==> src/rtl/pe_mac_seq_pkg.sv <==
// -----------------------------------------------------------------------------
// pe_mac_seq_pkg
// Shared definitions for the MAC processing-element sequencer: default widths
// for the operand buffers, the vector-length field and the PE accumulator, the
// default PE pipeline depth, and the sequencer state encoding.
// No ports (package).
// -----------------------------------------------------------------------------
package pe_mac_seq_pkg;

    localparam int ADDR_W_DEF = 8;
    localparam int LEN_W_DEF  = 8;
    localparam int ACC_W_DEF  = 24;
    localparam int PE_LAT_DEF = 1;

    // Sequencer states; the encoding is shared with the PE and top-level control.
    typedef enum logic [1:0] {
        ST_IDLE  = 2'd0,
        ST_FETCH = 2'd1,
        ST_DRAIN = 2'd2,
        ST_DONE  = 2'd3
    } seq_state_e;

endpackage

==> src/rtl/pe_mac_seq_if.sv <==
// -----------------------------------------------------------------------------
// pe_mac_seq_if
// Groups everything the sequencer exchanges with its neighbours: the request
// side from top-level control (start/len/base_a/base_b/hold, busy/done/result),
// the operand-buffer read port (buf_rd_en/buf_addr_a/buf_addr_b) and the PE
// strobes and accumulator (pe_en/pe_clr/pe_acc).
//   modport slave  : the sequencer itself
//   modport master : the surrounding environment (control, buffers, PE)
// -----------------------------------------------------------------------------
interface pe_mac_seq_if
    import pe_mac_seq_pkg::*;
#(
    parameter int ADDR_W = ADDR_W_DEF,
    parameter int LEN_W  = LEN_W_DEF,
    parameter int ACC_W  = ACC_W_DEF
) ();

    logic              start;
    logic [LEN_W-1:0]  len;
    logic [ADDR_W-1:0] base_a;
    logic [ADDR_W-1:0] base_b;
    logic              hold;
    logic              busy;
    logic              done;
    logic              buf_rd_en;
    logic [ADDR_W-1:0] buf_addr_a;
    logic [ADDR_W-1:0] buf_addr_b;
    logic              pe_en;
    logic              pe_clr;
    logic [ACC_W-1:0]  pe_acc;
    logic [ACC_W-1:0]  result;

    modport slave (
        input  start, len, base_a, base_b, hold, pe_acc,
        output busy, done, buf_rd_en, buf_addr_a, buf_addr_b, pe_en, pe_clr, result
    );

    modport master (
        output start, len, base_a, base_b, hold, pe_acc,
        input  busy, done, buf_rd_en, buf_addr_a, buf_addr_b, pe_en, pe_clr, result
    );

endinterface

==> src/rtl/pe_mac_addr_gen.sv <==
// -----------------------------------------------------------------------------
// pe_mac_addr_gen
// Step counter and operand-buffer address generator for pe_mac_seq.
//   clk, rst       : clock, synchronous active-high reset
//   load           : latch len/base_a/base_b and clear the step counter
//   step           : a read is issued this cycle; advance the counter
//   len            : number of steps in the request
//   base_a, base_b : first addresses of the A and B buffers
//   addr_a, addr_b : base + count, wrapping modulo 2**ADDR_W
//   first          : counter is at step 0
//   last           : counter is at step len-1 (the final read)
// -----------------------------------------------------------------------------
module pe_mac_addr_gen
    import pe_mac_seq_pkg::*;
#(
    parameter int ADDR_W = ADDR_W_DEF,
    parameter int LEN_W  = LEN_W_DEF
) (
    input  logic              clk,
    input  logic              rst,
    input  logic              load,
    input  logic              step,
    input  logic [LEN_W-1:0]  len,
    input  logic [ADDR_W-1:0] base_a,
    input  logic [ADDR_W-1:0] base_b,
    output logic [ADDR_W-1:0] addr_a,
    output logic [ADDR_W-1:0] addr_b,
    output logic              first,
    output logic              last
);

    logic [LEN_W-1:0]  cnt_r;
    logic [LEN_W-1:0]  len_r;
    logic [ADDR_W-1:0] base_a_r;
    logic [ADDR_W-1:0] base_b_r;
    logic [LEN_W-1:0]  len_m1_s;

    // Request capture and step counting.
    always_ff @(posedge clk) begin
        if (rst) begin
            cnt_r    <= {LEN_W{1'b0}};
            len_r    <= {LEN_W{1'b0}};
            base_a_r <= {ADDR_W{1'b0}};
            base_b_r <= {ADDR_W{1'b0}};
        end else if (load) begin
            cnt_r    <= {LEN_W{1'b0}};
            len_r    <= len;
            base_a_r <= base_a;
            base_b_r <= base_b;
        end else if (step) begin
            cnt_r    <= cnt_r + {{(LEN_W-1){1'b0}}, 1'b1};
        end else begin
            cnt_r    <= cnt_r;
        end
    end

    // Only meaningful while fetching, where len is known to be non-zero.
    assign len_m1_s = len_r - {{(LEN_W-1){1'b0}}, 1'b1};

    // Addresses wrap silently; the add is simply truncated to ADDR_W.
    assign addr_a = base_a_r + ADDR_W'(cnt_r);
    assign addr_b = base_b_r + ADDR_W'(cnt_r);
    assign first  = (cnt_r == {LEN_W{1'b0}});
    assign last   = (cnt_r == len_m1_s);

endmodule

==> src/rtl/pe_mac_seq.sv <==
// -----------------------------------------------------------------------------
// pe_mac_seq
// Sequencer for one MAC processing element. On an accepted start it streams
// len operand-pair reads from the A/B buffers (1-cycle read latency), drives
// pe_en/pe_clr one cycle behind each read, waits out the PE pipeline, captures
// the accumulator into result and pulses done for one cycle.
//   clk, rst : clock, synchronous active-high reset
//   bus      : pe_mac_seq_if.slave
//              in : start, len, base_a, base_b, hold, pe_acc
//              out: busy, done, buf_rd_en, buf_addr_a, buf_addr_b,
//                   pe_en, pe_clr, result
// Build option: define PE_MAC_SEQ_RELU_EN to clamp negative accumulators to
// zero on capture; otherwise the accumulator is captured unchanged.
// -----------------------------------------------------------------------------
module pe_mac_seq
    import pe_mac_seq_pkg::*;
#(
    parameter int ADDR_W = ADDR_W_DEF,
    parameter int LEN_W  = LEN_W_DEF,
    parameter int ACC_W  = ACC_W_DEF,
    parameter int PE_LAT = PE_LAT_DEF
) (
    input  logic        clk,
    input  logic        rst,
    pe_mac_seq_if.slave bus
);

    localparam int DRAIN_W = $clog2(PE_LAT + 1) + 1;

    seq_state_e         state_r;
    seq_state_e         state_s;
    logic               rd_en_s;
    logic               load_s;
    logic               capture_s;
    logic               first_s;
    logic               last_s;
    logic               pe_en_r;
    logic               pe_clr_r;
    logic [DRAIN_W-1:0] drain_cnt_r;
    logic [ACC_W-1:0]   result_r;

    // Value stored into result when the drain completes.
    function automatic logic [ACC_W-1:0] capture_val(input logic [ACC_W-1:0] acc);
`ifdef PE_MAC_SEQ_RELU_EN
        if (acc[ACC_W-1]) begin
            capture_val = {ACC_W{1'b0}};
        end else begin
            capture_val = acc;
        end
`else
        capture_val = acc;
`endif
    endfunction

    pe_mac_addr_gen #(
        .ADDR_W (ADDR_W),
        .LEN_W  (LEN_W)
    ) u_addr_gen (
        .clk    (clk),
        .rst    (rst),
        .load   (load_s),
        .step   (rd_en_s),
        .len    (bus.len),
        .base_a (bus.base_a),
        .base_b (bus.base_b),
        .addr_a (bus.buf_addr_a),
        .addr_b (bus.buf_addr_b),
        .first  (first_s),
        .last   (last_s)
    );

    // State register.
    always_ff @(posedge clk) begin
        if (rst) begin
            state_r <= ST_IDLE;
        end else begin
            state_r <= state_s;
        end
    end

    // Next-state and per-cycle control strobes.
    always_comb begin
        state_s   = state_r;
        rd_en_s   = 1'b0;
        load_s    = 1'b0;
        capture_s = 1'b0;
        case (state_r)
            ST_IDLE: begin
                if (bus.start) begin
                    load_s = 1'b1;
                    if (bus.len != {LEN_W{1'b0}}) begin
                        state_s = ST_FETCH;
                    end else begin
                        state_s = ST_DONE;
                    end
                end else begin
                    state_s = ST_IDLE;
                end
            end
            ST_FETCH: begin
                // hold gates the read in the same cycle it is raised.
                if (!bus.hold) begin
                    rd_en_s = 1'b1;
                    if (last_s) begin
                        state_s = ST_DRAIN;
                    end else begin
                        state_s = ST_FETCH;
                    end
                end else begin
                    state_s = ST_FETCH;
                end
            end
            ST_DRAIN: begin
                // PE_LAT+1 drain cycles: one for the last pe_en, PE_LAT for the PE.
                if (drain_cnt_r == DRAIN_W'(PE_LAT)) begin
                    capture_s = 1'b1;
                    state_s   = ST_DONE;
                end else begin
                    state_s   = ST_DRAIN;
                end
            end
            ST_DONE: begin
                state_s = ST_IDLE;
            end
            default: begin
                state_s = ST_IDLE;
            end
        endcase
    end

    // PE strobes trail the buffer read by the buffer's one-cycle latency.
    always_ff @(posedge clk) begin
        if (rst) begin
            pe_en_r  <= 1'b0;
            pe_clr_r <= 1'b0;
        end else begin
            pe_en_r  <= rd_en_s;
            pe_clr_r <= rd_en_s & first_s;
        end
    end

    // Drain cycle counter, parked at zero outside DRAIN.
    always_ff @(posedge clk) begin
        if (rst) begin
            drain_cnt_r <= {DRAIN_W{1'b0}};
        end else if (state_r == ST_DRAIN) begin
            drain_cnt_r <= drain_cnt_r + {{(DRAIN_W-1){1'b0}}, 1'b1};
        end else begin
            drain_cnt_r <= {DRAIN_W{1'b0}};
        end
    end

    // Result register: cleared on every accepted start, loaded at end of drain.
    always_ff @(posedge clk) begin
        if (rst) begin
            result_r <= {ACC_W{1'b0}};
        end else if (load_s) begin
            result_r <= {ACC_W{1'b0}};
        end else if (capture_s) begin
            result_r <= capture_val(bus.pe_acc);
        end else begin
            result_r <= result_r;
        end
    end

    assign bus.busy      = (state_r != ST_IDLE);
    assign bus.done      = (state_r == ST_DONE);
    assign bus.buf_rd_en = rd_en_s;
    assign bus.pe_en     = pe_en_r;
    assign bus.pe_clr    = pe_clr_r;
    assign bus.result    = result_r;

endmodule

==> src/flat_wrapper.sv <==
// flat-port wrapper written by rule: the top's interface ports become plain ports
module pe_mac_seq_flat import pe_mac_seq_pkg::*;
#(
    parameter int ADDR_W = ADDR_W_DEF,
    parameter int LEN_W  = LEN_W_DEF,
    parameter int ACC_W  = ACC_W_DEF,
    parameter int PE_LAT = PE_LAT_DEF
)
  (clk, rst, bus_start, bus_len, bus_base_a, bus_base_b, bus_hold, bus_pe_acc, bus_busy, bus_done, bus_buf_rd_en, bus_buf_addr_a, bus_buf_addr_b, bus_pe_en, bus_pe_clr, bus_result);
  pe_mac_seq_if #(.ADDR_W(ADDR_W), .LEN_W(LEN_W), .ACC_W(ACC_W)) bus_i ();
  input  logic clk;
  input  logic rst;
  input wire logic [$bits(bus_i.start)-1:0] bus_start;
  input wire logic [$bits(bus_i.len)-1:0] bus_len;
  input wire logic [$bits(bus_i.base_a)-1:0] bus_base_a;
  input wire logic [$bits(bus_i.base_b)-1:0] bus_base_b;
  input wire logic [$bits(bus_i.hold)-1:0] bus_hold;
  input wire logic [$bits(bus_i.pe_acc)-1:0] bus_pe_acc;
  output wire logic [$bits(bus_i.busy)-1:0] bus_busy;
  output wire logic [$bits(bus_i.done)-1:0] bus_done;
  output wire logic [$bits(bus_i.buf_rd_en)-1:0] bus_buf_rd_en;
  output wire logic [$bits(bus_i.buf_addr_a)-1:0] bus_buf_addr_a;
  output wire logic [$bits(bus_i.buf_addr_b)-1:0] bus_buf_addr_b;
  output wire logic [$bits(bus_i.pe_en)-1:0] bus_pe_en;
  output wire logic [$bits(bus_i.pe_clr)-1:0] bus_pe_clr;
  output wire logic [$bits(bus_i.result)-1:0] bus_result;
  assign bus_i.start = bus_start;
  assign bus_i.len = bus_len;
  assign bus_i.base_a = bus_base_a;
  assign bus_i.base_b = bus_base_b;
  assign bus_i.hold = bus_hold;
  assign bus_i.pe_acc = bus_pe_acc;
  assign bus_busy = bus_i.busy;
  assign bus_done = bus_i.done;
  assign bus_buf_rd_en = bus_i.buf_rd_en;
  assign bus_buf_addr_a = bus_i.buf_addr_a;
  assign bus_buf_addr_b = bus_i.buf_addr_b;
  assign bus_pe_en = bus_i.pe_en;
  assign bus_pe_clr = bus_i.pe_clr;
  assign bus_result = bus_i.result;
  pe_mac_seq #(.ADDR_W(ADDR_W), .LEN_W(LEN_W), .ACC_W(ACC_W), .PE_LAT(PE_LAT)) u_core (.clk(clk), .rst(rst), .bus(bus_i));
endmodule
==> config.mk <==
export PLATFORM = sky130hd
export DESIGN_NAME = pe_mac_seq_flat
export DESIGN_NICKNAME = d
export VERILOG_FILES = /design/src/rtl/pe_mac_seq_pkg.sv /design/src/rtl/pe_mac_seq_if.sv /design/src/rtl/pe_mac_addr_gen.sv /design/src/rtl/pe_mac_seq.sv /design/src/flat_wrapper.sv
export SDC_FILE = /design/constraint.sdc
export NUM_CORES = 1
export LEC_CHECK = 0
export ABC_AREA = 0
export BUFFER_PORTS_ARGS = -buffer_cell sky130_fd_sc_hd__buf_2
export CAP_MARGIN = 20
export CORE_ASPECT_RATIO = 2
export CORE_UTILIZATION = 52
export DETAILED_ROUTE_END_ITERATION = 8
export PLACE_DENSITY = 0.8
export SLEW_MARGIN = 20
export SYNTH_ARGS = -nofsm -noshare
export SYNTH_HDL_FRONTEND = slang
export SYNTH_HIERARCHICAL = 1
export SYNTH_SLANG_ARGS = --single-unit
export TNS_END_PERCENT = 30
==> constraint.sdc <==
create_clock -name clk -period 2.7 [get_ports clk]
set_clock_uncertainty 0.05 [all_clocks]
set_input_delay 0.405 -clock clk [delete_from_list [all_inputs] [get_ports clk]]
set_output_delay 0.405 -clock clk [all_outputs]
set_load 0.005 [all_outputs]
==> After elaboration in Yosys (flattened, before gate mapping) <==
Cells that the tools add are included.
{ "word_totals": {"ff_bits": 62, "in_bits": 52, "output_inout_bits": 45} }
{ "classes": {"addsub": 5, "eq_ne": 5, "mux": 12, "n_bitwise": 2, "reduce_logical": 6} }
{ "ops": {"columns": ["cell", "n"], "rows": [
  ["8-bit adder", 2],
  ["8-bit by 1-bit adder with 8-bit output (second input constant)", 1],
  ["8-bit == test", 1],
  ["8-bit zero test", 1],
  ["2-bit 2-to-1 mux", 4],
  ["2-bit one-hot mux with 4 select lines", 1],
  ["8-bit nonzero test", 1],
  ["8-bit by 1-bit subtractor with 8-bit output (second input constant)", 1],
  ["1-bit 2-to-1 mux", 7],
  ["2-bit by 1-bit == test with 1-bit output (second input constant)", 2],
  ["2-bit == test (second input constant)", 2],
  ["2-bit OR reduction", 2],
  ["2-bit by 1-bit adder with 2-bit output (second input constant)", 1],
  ["2-bit zero test", 1],
  ["2-bit nonzero test", 1],
  ["1-bit AND", 1],
  ["1-bit NOT", 1]
]} }

==> Logic depth before layout (Yosys ltp) <==
{ "logic_depth": {"depth_word": 5, "mapped_depth": 10, "ltp_nobuf": 10} }

==> Modules after synthesis <==
The synthesis kept the hierarchy.
{ "by_module_without_submodules": {"columns": ["mod", "instances", "cells_each", "area_each_um2", "seq_area_each_um2"], "rows": [
  ["pe_mac_addr_gen", 1, 226, 2035.7, 640.6],
  ["pe_mac_seq", 1, 137, 1228.7, 600.6]
]} }

==> Worst setup path before layout <==
Ideal clock, no wire load.
{ "synth_timing": {"kind": "reg-to-output", "start": "reg u_core.u_addr_gen.cnt_r[0]", "end": "out bus_buf_addr_a[6]", "arrival_ns": 1.722, "required_ns": 2.245, "slack_ns": 0.523, "stages_incl_launch_ff": 8, "path_cell_list": "dfxtp_1 -> ha_1 -> fa_1 -> a21o_1 -> a21oi_1 -> o21bai_1 -> a21oi_1 -> xnor2_1"} }
{ "synth_between": {"elab_chain_cells": 1} }
{ "synth_lines": {"columns": ["element", "line_no", "text"], "rows": [
  ["from (decl)", "pe_mac_addr_gen.sv:32", "logic [LEN_W-1:0] cnt_r;"],
  ["from (signal assigned)", "pe_mac_addr_gen.sv:41", "cnt_r <= {LEN_W{1'b0}};"],
  ["from (signal assigned)", "pe_mac_addr_gen.sv:46", "cnt_r <= {LEN_W{1'b0}};"],
  ["from (signal assigned)", "pe_mac_addr_gen.sv:51", "cnt_r <= cnt_r + {{(LEN_W-1){1'b0}}, 1'b1};"],
  ["8-bit adder", "pe_mac_addr_gen.sv:61", "assign addr_a = base_a_r + ADDR_W'(cnt_r);"],
  ["to (decl)", "flat_wrapper.sv:22", "output wire logic [$bits(bus_i.buf_addr_a)-1:0] bus_buf_addr_a;"]
]} }
Every way passes these cells.

==> Worst setup path after layout <==
{ "layout_timing": {"start": "reg u_core.u_addr_gen.cnt_r[1]", "end": "out bus_buf_addr_a[7]"} }
Same word-level chain as after synthesis.

==> flow_summary.json <==
{
  "status": "finished with violations",
  "failed_checks": "design-rule violations",
  "wl_per_cell_um": 14.5,
  "core_area_um2": 6010,
  "p_leak_uw": 0.00182,
  "max_slew_margin": 0.395,
  "row_count": 40,
  "synth_nets": 435,
  "worstPathArrival_ns": 2.21,
  "drc_errors": 11,
  "synth.cell_area_um2": 3260,
  "max-vdd-ir-drop_uv": 379,
  "synth_top_family_by_area": "simple AND/OR/NAND/NOR gates",
  "viasPerCell": 5.41,
  "die_area_um2": 6620,
  "clk_path_buf_depth": 2,
  "die_x_um": 58.0,
  "min_path_cells": 2,
  "hold_class": "input pin to flip-flop",
  "hpwl_mm": 5.49,
  "grt-ovfl-total": 0,
  "synth_most_common_cell": "dfxtp_1",
  "p_switching_uw": 524,
  "synthCells": 363,
  "max_cap_viol_count": 0,
  "first_iter_violations": 164,
  "sw_frac_of_total": 0.228,
  "power_frac_seq": 0.424,
  "muxShareOfSynthArea": 0.0828,
  "clockRootBuffer": "clkbuf_16",
  "combPwrFrac": 0.115,
  "diodes": 0,
  "fp.dieH_um": 114,
  "fill_cells": 493,
  "antenna_found_initial": 0,
  "detail-route-antenna-nets": 0,
  "slew_violations": 0,
  "synth-compound-area-share": 0.122,
  "r2r_cells": 10,
  "tightest_slew_ns": 0.904,
  "htree_levels": 3,
  "p_total_uw": 2290,
  "firstDrtPassIters": 6,
  "finalNonFillerCells": 524,
  "yosysTopAreaCellShare": 0.380,
  "yosys_register_bits": 62,
  "synth_edf_count": 0,
  "hold_buffers": 0,
  "worst_r2r_endpoint": "u_core/state_r[1]$_SDFF_PP0_",
  "power_frac_clock": 0.461,
  "pwr_density_cell_nw_per_um2": 567,
  "wirelength_mm": 7.61,
  "synth_area_leaders": "dfxtp_1 38%, mux2i_1 8.3%, ha_1 6.9%, nand2_1 6.3%, a21oi_2 5.4%",
  "port_buffers": 96,
  "fmax_mhz": 375,
  "synth_common_cells": "62 x dfxtp_1, 55 x nand2_1, 46 x nor2_1",
  "gp_congestion": 0.854,
  "hold_violations": 0,
  "synth-simple-area-share": 0.200,
  "fin_nets": 528,
  "period_minus_slack_ns": 2.67,
  "start_kind": "flip-flop",
  "worstSetupEndpoint": "bus_buf_addr_a[7]",
  "hold_slack_ns": 0.252,
  "synth_top_area_cell": "dfxtp_1",
  "crit_type": "flip-flop to output port",
  "crit_fanout": 8,
  "grt_max_degree": 33,
  "r2r-start": "u_core/u_addr_gen/len_r[0]$_SDFFE_PP0P_",
  "io_pins": 97,
  "fin_area_um2": 4040,
  "place_inst": 507,
  "synth_xor_area_frac": 0.0747,
  "drive_gt1_frac": 0.328,
  "ys_seq_area_frac": 0.380,
  "avgSynthCellArea_um2": 8.99,
  "worst_setup_path_end_kind": "output port",
  "vias": 2836,
  "synth_fa_ha_area_frac": 0.0813,
  "startpoint": "u_core/u_addr_gen/cnt_r[1]$_SDFFE_PP0P_",
  "rsz0062_at_grt": "yes",
  "clkTransAtPathRegs_ns": 0.05,
  "cts_made_buffers": 9,
  "ys.warnings.count": 6,
  "grt_pass1_vias": 2748,
  "cts_tree": "done",
  "cts_sinks": 62,
  "ys_async_sr_fraction": 0,
  "ys_types": 50,
  "grt_pass1_wl_mm": 12.1,
  "initial_core_util": 0.544,
  "p_int_uw": 1770,
  "place_area_um2": 3720,
  "min_period_over_period": 0.988,
  "clock_latency_ns": 0.32,
  "cp.required_ns": 2.25,
  "finalSetupViolCount": 0,
  "synthFlopType": "dfxtp_1",
  "area_delta_synth_final_pct": 23.8,
  "r2r_setup_slack_ns": 0.47,
  "track_usage": 0.243
}
cell type report:
type                    instances  area (um2)  share of cell area
flip-flops and latches         62        1250               0.309
multi-input cells             269        1860               0.461
well taps                      63        78.8              0.0195
clock buffers                  16         282              0.0696
inverters                      12        45.0              0.0111
repair buffers                102         526               0.130
layer usage:
metal / wire length [um] / global-route usage / up-vias
met2: 4130 / 0.451 / 110
met3: 418 / 0.0701 / 24
met1: 2740 / 0.223 / 1293
met5: 0 / 0 / -
li1: - / - / 1409
met4: 315 / 0.148 / 0
flip-flops by register name, summed over array words and instances (netlist names):
signal / cells
u_core/bus.pe_clr: 1
u_core/bus.pe_en: 1
u_core/bus.result: 24
u_core/drain_cnt_r: 2
u_core/state_r: 2
u_core/u_addr_gen/base_a_r: 8
u_core/u_addr_gen/base_b_r: 8
u_core/u_addr_gen/cnt_r: 8
u_core/u_addr_gen/len_r: 8
layout by cell type, fill, tap and decap left out, types with 3 or more instances in the layout:
master     netlist  final
a21oi_1         10      9
a21oi_2         20     21
buf_2            8     96
buf_4            1      6
clkbuf_1         5      4
clkbuf_16        0      9
clkbuf_8         0      3
dfxtp_1         62     59
ha_1            18     17
inv_1           12     12
mux2i_1         27     27
nand2_1         55     55
nand4_1          6      6
nor2_1          46     46
nor3_1           8      8
o21ai_0          7      6
xnor2_1         18     18
xor2_1           8      8
per-stage QoR:
| step | TNS, ns | util | setup WS (ns) |
|---|---|---|---|
| finish | 0 | 0.673 | 0.0327 |
| global route | -0.0142 | 0.673 | -0.00957 |
| CTS | 0 | 0.670 | 0.00491 |
| detailed placement | 0 | 0.620 | 0.129 |
| global placement | 0 | 0.620 | 0.221 |
| floorplan | 0 | - | 0.523 |
worst min-delay path by stage:
stage	start	to	slack [ns]
after floorplan	u_core/drain_cnt_r[0]$_SDFF_PP0_	u_core/drain_cnt_r[0]$_SDFF_PP0_	0.35
after global placement	u_core/drain_cnt_r[0]$_SDFF_PP0_	u_core/drain_cnt_r[0]$_SDFF_PP0_	0.37
after detailed placement	u_core/drain_cnt_r[0]$_SDFF_PP0_	u_core/drain_cnt_r[0]$_SDFF_PP0_	0.38
after CTS	bus_hold	u_core/bus.pe_en$_SDFF_PP0_	0.24
after global routing	bus_hold	u_core/bus.pe_en$_SDFF_PP0_	0.25
final	bus_hold	u_core/bus.pe_en$_SDFF_PP0_	0.25
logic make-up after synthesis:
kind of cell               count (synthesis)
xor gates and xnor gates                  27
AOI/OAI and AO/OA                         54
adders and majority gates                 20
muxes                                     27
and+or+nand+nor                          141
DFF                                       62
buffers and inverters                     32
power by group through the flow:
| stage | combinational [uW] | clock (uW) | sequential (uW) |
|---|---|---|---|
| 3_3_place_gp | 250 | 0 | 988 |
| 4_1_cts | 261 | 1080 | 972 |
| 5_1_grt | 288 | 1130 | 974 |
| 6_report | 263 | 1060 | 972 |
| 2_1_floorplan | 180 | 0 | 982 |
| 3_5_place_dp | 257 | 0 | 990 |
critical path, stage by stage (launching register included):
cell	delay, ns
dfxtp_4	0.38
ha_1	0.30
a21o_1	0.19
a211oi_1	0.30
nor2_1	0.13
o41ai_2	0.28
xnor2_1	0.17
buf_2	0.14
timing repair:
item                                   CTS  global route
gates cloned                             0             0
setup endpoints to repair                5             3
pin swaps                                1             2
setup buffers                            0             1
endpoints found under the hold margin    0             0
resized for setup                        7             6
Note: power is estimated with default switching activity, not from simulation.
